===== src/rtl/serial_tx_pkg.sv =====
// -----------------------------------------------------------------------------
// serial_tx_pkg
//
// Shared definitions for the serial word transmitter:
//   - tx_state_e      : FSM state encoding (IDLE / SHIFT / GAP)
//   - WIDTH_MAX       : widest legal word
//   - GAP_MAX         : longest legal inter-word idle gap
//   - params_legal()  : parameter range check, evaluated at elaboration
//   - gap_cnt_width() : width of the gap counter (at least one bit)
// -----------------------------------------------------------------------------
package serial_tx_pkg;

  localparam int WIDTH_MAX = 32;
  localparam int GAP_MAX   = 15;

  typedef enum logic [1:0] {
    ST_IDLE  = 2'd0,
    ST_SHIFT = 2'd1,
    ST_GAP   = 2'd2
  } tx_state_e;

  // True when the WIDTH/GAP pair is inside the supported range.
  function automatic bit params_legal(input int width, input int gap);
    return (width >= 2) && (width <= WIDTH_MAX) && (gap >= 0) && (gap <= GAP_MAX);
  endfunction

  // A zero-length gap still needs a one-bit counter so the port widths stay legal.
  function automatic int gap_cnt_width(input int gap);
    return (gap == 0) ? 1 : $clog2(gap + 1);
  endfunction

endpackage : serial_tx_pkg


===== src/rtl/piso_shreg.sv =====
// -----------------------------------------------------------------------------
// piso_shreg
//
// Parallel-in / serial-out shift register. A load captures a full word; each
// shift moves it one position so the next bit reaches the serial tap.
//
// Parameters:
//   WIDTH      word width in bits (>= 2)
//   MSB_FIRST  1: tap is bit WIDTH-1, shift toward MSB
//              0: tap is bit 0,       shift toward LSB
//
// Ports:
//   clk_i    clock, all updates on posedge
//   rst_i    synchronous, active-high; clears the register
//   load_i   capture data_i (wins over shift_i)
//   shift_i  advance one position
//   data_i   parallel word
//   ser_o    current serial tap (combinational from the register)
// -----------------------------------------------------------------------------
module piso_shreg #(
  parameter int WIDTH     = 8,
  parameter bit MSB_FIRST = 1'b1
) (
  input  logic             clk_i,
  input  logic             rst_i,
  input  logic             load_i,
  input  logic             shift_i,
  input  logic [WIDTH-1:0] data_i,
  output logic             ser_o
);

  logic [WIDTH-1:0] shreg_q;
  logic [WIDTH-1:0] shreg_d;

  // NOTE: the hold value is assigned first so every path through the block
  // writes shreg_d; without it the tool would infer a latch.
  always_comb begin
    shreg_d = shreg_q;
    if (load_i) begin
      shreg_d = data_i;
    end else if (shift_i) begin
      // Vacated positions fill with zero so an aborted word leaves no residue.
      if (MSB_FIRST) shreg_d = {shreg_q[WIDTH-2:0], 1'b0};
      else           shreg_d = {1'b0, shreg_q[WIDTH-1:1]};
    end
  end

  // NOTE: sequential state uses non-blocking assignments so every flop samples
  // the pre-edge values, independent of statement order.
  // NOTE: the data register is reset on purpose: after an aborted word the
  // serial tap must read 0, not stale bits of the old word.
  always_ff @(posedge clk_i) begin
    if (rst_i) shreg_q <= '0;
    else       shreg_q <= shreg_d;
  end

  assign ser_o = MSB_FIRST ? shreg_q[WIDTH-1] : shreg_q[0];

endmodule : piso_shreg


===== src/rtl/serial_word_tx.sv =====
// -----------------------------------------------------------------------------
// serial_word_tx
//
// Valid/ready word stream to single-bit serial stream. One WIDTH-bit word is
// accepted per handshake and sent one bit per clock on ser_d, framed by
// ser_frame, followed by GAP idle cycles and one mandatory IDLE cycle.
//
// Parameters:
//   WIDTH      word width, 2..32
//   GAP        idle cycles after each word's last bit, 0..15
//   MSB_FIRST  1: bit WIDTH-1 first, 0: bit 0 first
//
// Ports:
//   clock0     sole clock, posedge
//   reset      synchronous, active-high
//   in_data    word to send, sampled only on handshake
//   in_valid   in_data valid
//   in_ready   word can be accepted: (state == IDLE) && !reset
//   ser_d      serial data (registered)
//   ser_frame  high exactly while ser_d carries a data bit (registered)
//   busy       high while a word or its gap is on the line (registered)
//
// Timing (handshake sampled at posedge k): bits appear in cycles k+1..k+WIDTH,
// gap cycles follow, and the next handshake edge is k+WIDTH+GAP+1.
// -----------------------------------------------------------------------------
module serial_word_tx
  import serial_tx_pkg::*;
#(
  parameter int WIDTH     = 8,
  parameter int GAP       = 1,
  parameter bit MSB_FIRST = 1'b1
) (
  input  logic             clock0,
  input  logic             reset,
  input  logic [WIDTH-1:0] in_data,
  input  logic             in_valid,
  output logic             in_ready,
  output logic             ser_d,
  output logic             ser_frame,
  output logic             busy
);

  localparam int BIT_CNT_W = $clog2(WIDTH);
  localparam int GAP_CNT_W = gap_cnt_width(GAP);

  // Counters count down to zero; the load value is the number of remaining
  // cycles after the current one.
  localparam logic [BIT_CNT_W-1:0] BIT_LOAD = BIT_CNT_W'(WIDTH - 1);
  localparam logic [GAP_CNT_W-1:0] GAP_LOAD = GAP_CNT_W'((GAP > 0) ? GAP - 1 : 0);

  if (!params_legal(WIDTH, GAP)) begin : g_bad_params
    $error("serial_word_tx: WIDTH must be 2..32 and GAP 0..15");
  end

  tx_state_e            state_q;
  logic [BIT_CNT_W-1:0] bit_cnt_q;
  logic [GAP_CNT_W-1:0] gap_cnt_q;
  logic                 ser_d_q;
  logic                 ser_frame_q;
  logic                 busy_q;

  logic accept;
  logic shift_en;
  logic tap_bit;

  // Ready is masked by reset so a valid held through reset cannot handshake.
  assign in_ready = (state_q == ST_IDLE) && !reset;
  assign accept   = in_valid && in_ready;
  assign shift_en = (state_q == ST_SHIFT);

  piso_shreg #(
    .WIDTH     (WIDTH),
    .MSB_FIRST (MSB_FIRST)
  ) u_shreg (
    .clk_i   (clock0),
    .rst_i   (reset),
    .load_i  (accept),
    .shift_i (shift_en),
    .data_i  (in_data),
    .ser_o   (tap_bit)
  );

  // Outputs are registered from the state at the edge: each SHIFT cycle
  // presents the current tap on the line for the following cycle, while the
  // shift register advances in the same edge.
  always_ff @(posedge clock0) begin
    if (reset) begin
      state_q     <= ST_IDLE;
      bit_cnt_q   <= '0;
      gap_cnt_q   <= '0;
      ser_d_q     <= 1'b0;
      ser_frame_q <= 1'b0;
      busy_q      <= 1'b0;
    end else begin
      ser_d_q     <= 1'b0;
      ser_frame_q <= 1'b0;
      busy_q      <= 1'b0;
      unique case (state_q)
        ST_IDLE: begin
          if (accept) begin
            bit_cnt_q <= BIT_LOAD;
            state_q   <= ST_SHIFT;
          end
        end
        ST_SHIFT: begin
          ser_d_q     <= tap_bit;
          ser_frame_q <= 1'b1;
          busy_q      <= 1'b1;
          if (bit_cnt_q == '0) begin
            if (GAP > 0) begin
              gap_cnt_q <= GAP_LOAD;
              state_q   <= ST_GAP;
            end else begin
              state_q <= ST_IDLE;
            end
          end else begin
            bit_cnt_q <= bit_cnt_q - BIT_CNT_W'(1);
          end
        end
        ST_GAP: begin
          busy_q <= 1'b1;
          if (gap_cnt_q == '0) state_q   <= ST_IDLE;
          else                 gap_cnt_q <= gap_cnt_q - GAP_CNT_W'(1);
        end
        default: state_q <= ST_IDLE;
      endcase
    end
  end

  assign ser_d     = ser_d_q;
  assign ser_frame = ser_frame_q;
  assign busy      = busy_q;

endmodule : serial_word_tx


===== config.mk =====
export PLATFORM = sky130hd
export DESIGN_NAME = serial_word_tx
export DESIGN_NICKNAME = d
export VERILOG_FILES = /design/src/rtl/serial_tx_pkg.sv /design/src/rtl/piso_shreg.sv /design/src/rtl/serial_word_tx.sv
export SDC_FILE = /design/constraint.sdc
export NUM_CORES = 1
export LEC_CHECK = 0
export BUFFER_PORTS_ARGS = -buffer_cell sky130_fd_sc_hd__buf_2
export CAP_MARGIN = 30
export CORE_UTILIZATION = 44
export CTS_CLUSTER_DIAMETER = 80
export CTS_CLUSTER_SIZE = 8
export DETAILED_ROUTE_END_ITERATION = 10
export GPL_TIMING_DRIVEN = 0
export PLACE_DENSITY = 0.64
export SLEW_MARGIN = 10
export SYNTH_ARGS = -nofsm -noshare
export SYNTH_HDL_FRONTEND = slang
export SYNTH_SLANG_ARGS = --single-unit
export TNS_END_PERCENT = 30

===== constraint.sdc =====
create_clock -name clock0 -period 2.35 [get_ports clock0]
set_input_delay 0.705 -clock clock0 [delete_from_list [all_inputs] [get_ports clock0]]
set_output_delay 0.705 -clock clock0 [all_outputs]
set_load 0.02 [all_outputs]

Word level (Yosys, flattened, before mapping)
Index checks and enable logic that the tools add are counted.
{"block": "classes", "n_addsub": 2, "n_eq_ne": 6, "muxes": 14, "bitwise": 1, "reduce_logical": 13}
{"operator": "2-to-1 mux 8 bit", "n": 2}
{"operator": "2-to-1 mux 2 bit", "n": 3}
{"operator": "2-to-1 mux 3 bit", "n": 2}
{"operator": "inequality test 2 bit, second input constant", "n": 3}
{"operator": "case mux 2 bit (3 select lines)", "n": 1}
{"operator": "case mux 3 bit (2 select lines)", "n": 1}
{"operator": "AND reduction 3 bit", "n": 2}
{"operator": "nonzero test 2 bit", "n": 3}
{"operator": "2-to-1 mux 1 bit", "n": 4}
{"operator": "OR reduction 2 bit", "n": 2}
{"operator": "zero test 3 bit", "n": 1}
{"operator": "subtractor 3 x 1 -> 3 bit, second input constant", "n": 1}
{"operator": "equality test 2 x 1 -> 1 bit, second input constant", "n": 1}
{"operator": "equality test 2 bit, second input constant", "n": 1}
{"operator": "logical AND 1 bit", "n": 2}
{"operator": "zero test 2 bit", "n": 1}
{"operator": "inequality test 2 x 1 -> 1 bit, second input constant", "n": 1}
{"operator": "case mux 1 bit (2 select lines)", "n": 1}
{"operator": "AND reduction 2 bit", "n": 1}
{"operator": "zero test 1 bit", "n": 1}
{"operator": "NOT 1 bit", "n": 1}
{"operator": "subtractor 1 bit, second input constant", "n": 1}
{"block": "totals", "ff_bits": 17, "input_bits": 11, "output_inout_bits": 4, "elab_cells": 43}

Longest topological paths before layout
Gate-level depths: netlist of run 1.
{"block": "depth", "word_depth": 5, "mapped_depth": 6, "mapped_depth_nobuf": 6}

Modules after synthesis
From an unflattened synthesis of run 1, not the netlist that was laid out.
{"block": "unflattened", "cells_unflattened": 80, "area_unflattened_um2": 800.8}
{"mod": "serial_word_tx", "instances": 1, "cells_each": 45, "area_each_um2": 431.7, "seq_area_each_um2": 160.2}
{"mod": "piso_shreg", "instances": 1, "cells_each": 35, "area_each_um2": 369.1, "seq_area_each_um2": 160.2}

Worst setup path after synthesis of run 1
No wires, ideal clock.
{"block": "synth_path", "path_kind": "input-to-output", "start": "input reset", "end": "output in_ready", "arrival_ns": 1.302, "required_time_ns": 1.645, "slack_ns": 0.343, "path_stages": 3, "path_buffers": 2, "path_cell_list": "buf_6 clkbuf_1 nor2_1"}
{"block": "synth_between", "elab_chain_len": 2}
{"element": "start, declared", "line": "serial_word_tx.sv:34", "source": "input logic reset,"}
{"element": "zero test 1 bit", "line": "serial_word_tx.sv:67", "source": "assign in_ready = (state_q == ST_IDLE) && !reset;"}
{"element": "logical AND 1 bit", "line": "serial_word_tx.sv:67"}
{"element": "end, declared", "line": "serial_word_tx.sv:37", "source": "output logic in_ready,"}
No other way between the ends.

Final worst setup path of run 1
Ends and elaborated chain as after synthesis.

==> results of run 1 <==
area by class of cell:
| type | count | area (µm²) | area share |
|---|---|---|---|
| plain buffers | 4 | 31.28 | 0.03682 |
| repair buffers | 13 | 65.06 | 0.07658 |
| inverters | 7 | 26.28 | 0.03093 |
| multi-input cells | 48 | 364.1 | 0.4286 |
| flip-flops and latches | 16 | 320.3 | 0.3770 |
| well taps | 16 | 20.02 | 0.02356 |
| clock buffers | 3 | 22.52 | 0.02651 |
worst reg2reg max path: stages, from the launching register on:
cell	delay, ps
dfxtp_1	310
inv_1	60
ha_1	200
ha_1	200
nand2b_1	220
a22o_1	240
a221oi_1	290
state kept, by name, summed over array words and instances (netlist names):
signal / count
bit_cnt_q: 3
busy: 1
ser_d: 1
state_q: 2
u_shreg.shreg_q: 8
ser_frame: 1
worst paths after layout:
check / start / endpoint / slack, ps
hold / removal: u_shreg.shreg_q[7] / ser_d / 460
setup / recovery: reset / in_ready / 200
setup reg to reg: bit_cnt_q[0] / bit_cnt_q[1] / 740
hold reg to reg: u_shreg.shreg_q[7] / ser_d / 460
kinds of logic after synthesis:
logic type                 synth area share
AOI/OAI and AO/OA                    0.1585
adders and majority gates           0.06746
DFF                                  0.4317
and+or+nand+nor                      0.1568
muxes                                0.1079
buffers and inverters               0.07756
per-layer routing:
metal | track usage | vias to the layer above | routed length (µm)
li1 | - | 294 | -
met1 | 0.1711 | 247 | 595
met2 | 0.2697 | 13 | 578
met3 | 0.08085 | 2 | 66
met4 | 0.05455 | 0 | 9
met5 | 0 | - | 0
power by group through the flow:
stage          combinational, mW  clock [mW]  sequential [mW]
2_1_floorplan              0.221           0            0.358
3_3_place_gp               0.282           0            0.352
3_5_place_dp               0.291           0            0.352
4_1_cts                    0.293       0.145            0.346
5_1_grt                    0.319       0.160            0.350
6_report                   0.289       0.136            0.346
stage by stage:
stage | cell area (µm²) | instances | worst slack (ps) | utilization
after floorplan | 742.0 | 75 | 342.8 | -
after global placement | 827.0 | 104 | 206.3 | 0.5365
after detailed placement | 827.0 | 104 | 182.3 | 0.5365
after CTS | 849.6 | 107 | 182.3 | 0.5511
after global routing | 849.6 | 107 | 131.7 | 0.5511
final | 849.6 | 107 | 203.7 | 0.5511
Yosys cell counts, drive strengths merged:
cell and n:
inv 7, ha 4, nor2 11, nand2b 4, a221oi 3, buf 3, nand3b 1, nor2b 2
and2 1, a211oi 9, clkbuf 1, mux2i 8, nand2 1, a22o 1, a21oi 3, dfxtp 16
==> metrics, run 1 <==
Clock transition at path regs=80 ps; most frequent cells in the layout=dfxtp_1, buf_2, nor2_1, a211oi_1, mux2i_1; Tmin final=2146 ps; Hold Buf Count CTS=0; Worst-Skew Late Latency=280 ps; switching power=approximately 250 µW; Final HPWL DP=914.3 µm; Routed Wire Length=~1300 µm; YS warnings=0; Hold Slack=between 400 and 500 ps; total of max-cap violations=0; Comb pwr share=0.375; Via density=just over 5; port bufs=13; Final GP Congestion=0.7935; DR vias=556; type of the tightest min-delay check=flip-flop to flip-flop; diode count=0; die width=roughly 43 µm; Fmax=~470 MHz; Max Slew Vio Count=0; Starting Density=0.4813; Filler cells=around 160; vias in the first global route=between 500 and 600; Worst-Margin Slew=~450 ps; CTS sink cnt=16; Final Cycle Share=0.9133; DRC Markers=0; grt ovf=0; outcome=complete, no violations; flop and latch count out of synthesis=16; WP data arrival=between 1000 and 1500 ps; initial antenna violation count=0; Data required, critical path=1640 ps; sequential cell area fraction in the yosys report=0.4317; H-tree levels=1; crit path max-delay cell type=clkbuf_1; worst clock skew=approximately 1.2 ps; Fin Setup TNS=0 ps; Flop pwr share=0.448; CTS tree=done; Core ar.=between 0.0015 and 0.002 mm²; Total Power=771.5 µW; Mean Syn Cell Area=about 10 µm²; Leak=approximately 0.38 nW; Synth Cell Area=about 740 µm²; slowest stage delay, CP=around 370 ps; internal power=516.8 µW; Max VDD drop=0.4669 mV; layout cell share with drive strength beyond 1=0.2308; r2r worst-path depth=6; CP Launch Type=input pin; IO Pins=15; Nets=about 110; CTS max path bufs=2; synth top area cells=dfxtp_1, mux2i_1, a211oi_1; drt first pass iters=2; Synth cell types=18; CP delay by family, top=buffers and inverters; Final Setup Violations=0; net count after synthesis=90; crit path cell chain=buf_6 > clkbuf_1 > nor2_1 > buf_2; cts repair resizes=0; RSZ-0062 raised after global routing=no; Mapped Cells=75; routed len/inst=11.69 µm; Hold Violations, Final=0; most common cell after layout, fill and taps aside=dfxtp_1; Buf/Inv on CP=3; DRT antenna net count=0; Worst setup EP type=output pin; Yosys top cell area share=0.4317; P&R area growth vs syn=14.50%; setup repair bufs after CTS=0; chip height=between 40 and 50 µm; Die ar.=between 0.0015 and 0.002 mm²; Switching Share=0.3302; Synth area leader=dfxtp_1; Crit path depth=4; first-pass GRT wire length=approximately 2100 µm; Worst Hold Depth=1; P per Cell Area=slightly above 900 mW/mm²; relative slew slack=0.6981; Iter 0 DRT Violations=1; cts bufs inserted=3; row count=14; critical-path maximum fanout=10; overall routing resource usage=0.1596; largest net degree at the start of global routing=11; Crit Path Class=input pin to output pin; Clk network pwr share=0.177; CTS Root Cell=clkbuf_4
Power figures use the tool's default switching activity.
==> run 2: changes to the inputs <==
- PLACE_DENSITY: 0.64 -> 0.66
==> metrics, run 2 (synthesis gave the netlist of run 1 again) <==
Starting Density=0.4813; Core ar.=approximately 0.0015 mm²; Fmax=~470 MHz; outcome=complete, no violations; H-tree levels=1; slowest stage delay, CP=370 ps; cts repair resizes=0; Buf/Inv on CP=3; Worst-Margin Slew=~450 ps; crit path max-delay cell type=clkbuf_1; DR vias=around 550; Worst setup EP type=output pin; Hold EP=ser_d; Crit Path Class=input pin to output pin; chip height=approximately 43 µm; overall routing resource usage=0.1539; Fin Setup TNS=0 ps; worst clock skew=approximately 6.1 ps; grt ovf=0; CTS max path bufs=2; largest net degree at the start of global routing=11; Reg2Reg Capture Point=bit_cnt_q[1]; total of max-cap violations=0; r2r worst-path depth=6; P per Cell Area=944.8 mW/mm²; vias in the first global route=roughly 500; CTS sink cnt=16; register with the most flip-flops=u_shreg.shreg_q; layout cell share with drive strength beyond 1=0.2391; r2r setup slk=770 ps; Post-Place Cells=roughly 100; IO Pins=15; die width=~43 µm; first-pass GRT wire length=~2100 µm; Via density=about 5; Worst Hold Depth=1; most frequent cells in the layout=dfxtp_1, buf_2, nor2_1, a211oi_1, mux2i_1; WP data arrival=1410 ps; Nets=108; cts bufs inserted=3; Worst-Skew Late Latency=~290 ps; port bufs=13; Final Cycle Share=0.9012; Clock transition at path regs=around 90 ps; CP delay by family, top=buffers and inverters; row count=14; DRT antenna net count=0; CP Launch Type=input pin; Top Registers=u_shreg.shreg_q (8), bit_cnt_q (3), state_q (2); RSZ-0062 raised after global routing=no; Hold Buf Count CTS=0; Hold Path Origin=u_shreg.shreg_q[7]; type of the tightest min-delay check=flip-flop to flip-flop; Max VDD drop=0.4584 mV; Max Slew Vio Count=0; routed len/inst=11.45 µm; Iter 0 DRT Violations=5; relative slew slack=0.7023; initial antenna violation count=0; Routed Wire Length=1237 µm; CTS tree=done; DRC Markers=0; Die ar.=0.001855 mm²; Final Setup Violations=0; Tmin final=roughly 2100 ps; Hold Violations, Final=0; Data required, critical path=approximately 1600 ps; Final GP Congestion=slightly above 0.7; Leak=a little under 0.4 nW; Final HPWL DP=around 860 µm; CTS Root Cell=clkbuf_4; setup repair bufs after CTS=0; crit path cell chain=buf_6 > clkbuf_1 > nor2_1 > buf_2; drt first pass iters=2; most common cell after layout, fill and taps aside=dfxtp_1; Worst R2R Start=bit_cnt_q[0]; Final Non-Filler Cells=roughly 110; number of flip-flops in the largest register=8; P&R area growth vs syn=16.36%; Total Power=between 800 and 900 µW; diode count=0; critical-path maximum fanout=10
==> run 2: changes by cell type in the layout (fill, tap and decap cells not counted) <==
| cell | before | now |
|---|---|---|
| clkbuf_8 | 0 | 1 |
==> run 2: how the worst max path moves through the flow <==
stage,startpoint,endpoint,slack [ps],depth (start not counted)
after global placement,reset,in_ready,210,4
after detailed placement,reset,in_ready,220,4
after CTS,reset,in_ready,210,4
final,reset,in_ready,230,4
after global routing,state_q[0],in_ready,130,5
after floorplan,reset,in_ready,340,3
==> run 2: area by class of cell <==
class                           count  area (µm²)
Tap cell                           16       20.02
Inverter                            7       26.28
Multi-Input combinational cell     48       364.1
Fill cell                         147       678.2
Sequential cell                    16       320.3
Buffer                              4       31.28
Clock buffer                        4       36.28
Timing Repair Buffer               13       65.06
==> run 2: stage by stage <==
stage / hold slack, ps / area (µm²) / setup WS (ps) / utilization
6_report: 468.8 / 863.3 / 232.1 / 0.5601
5_1_grt: 485.8 / 863.3 / 126.4 / 0.5601
4_1_cts: 473.9 / 863.3 / 213.4 / 0.5601
3_5_place_dp: 446.1 / 827.0 / 217.9 / 0.5365
3_3_place_gp: 445.8 / 827.0 / 212.2 / 0.5365
2_1_floorplan: 429.1 / 742.0 / 342.8 / -
==> run 2: per-layer routing <==
metal / wire length [µm] / GRT usage / vias to the layer above
met5: 0 / 0 / -
li1: - / - / 294
met4: 9 / 0.1091 / 0
met2: 548 / 0.2242 / 8
met3: 31 / 0.02553 / 2
met1: 647 / 0.2042 / 241
==> run 2: where the power goes <==
group          internal, mW  total (mW)  switching (mW)  leakage (nW)
sequential            0.326       0.346          0.0210         0.132
clock                0.0943       0.184          0.0897        0.0210
combinational         0.131       0.285           0.154         0.235
total                 0.551       0.816           0.265         0.388
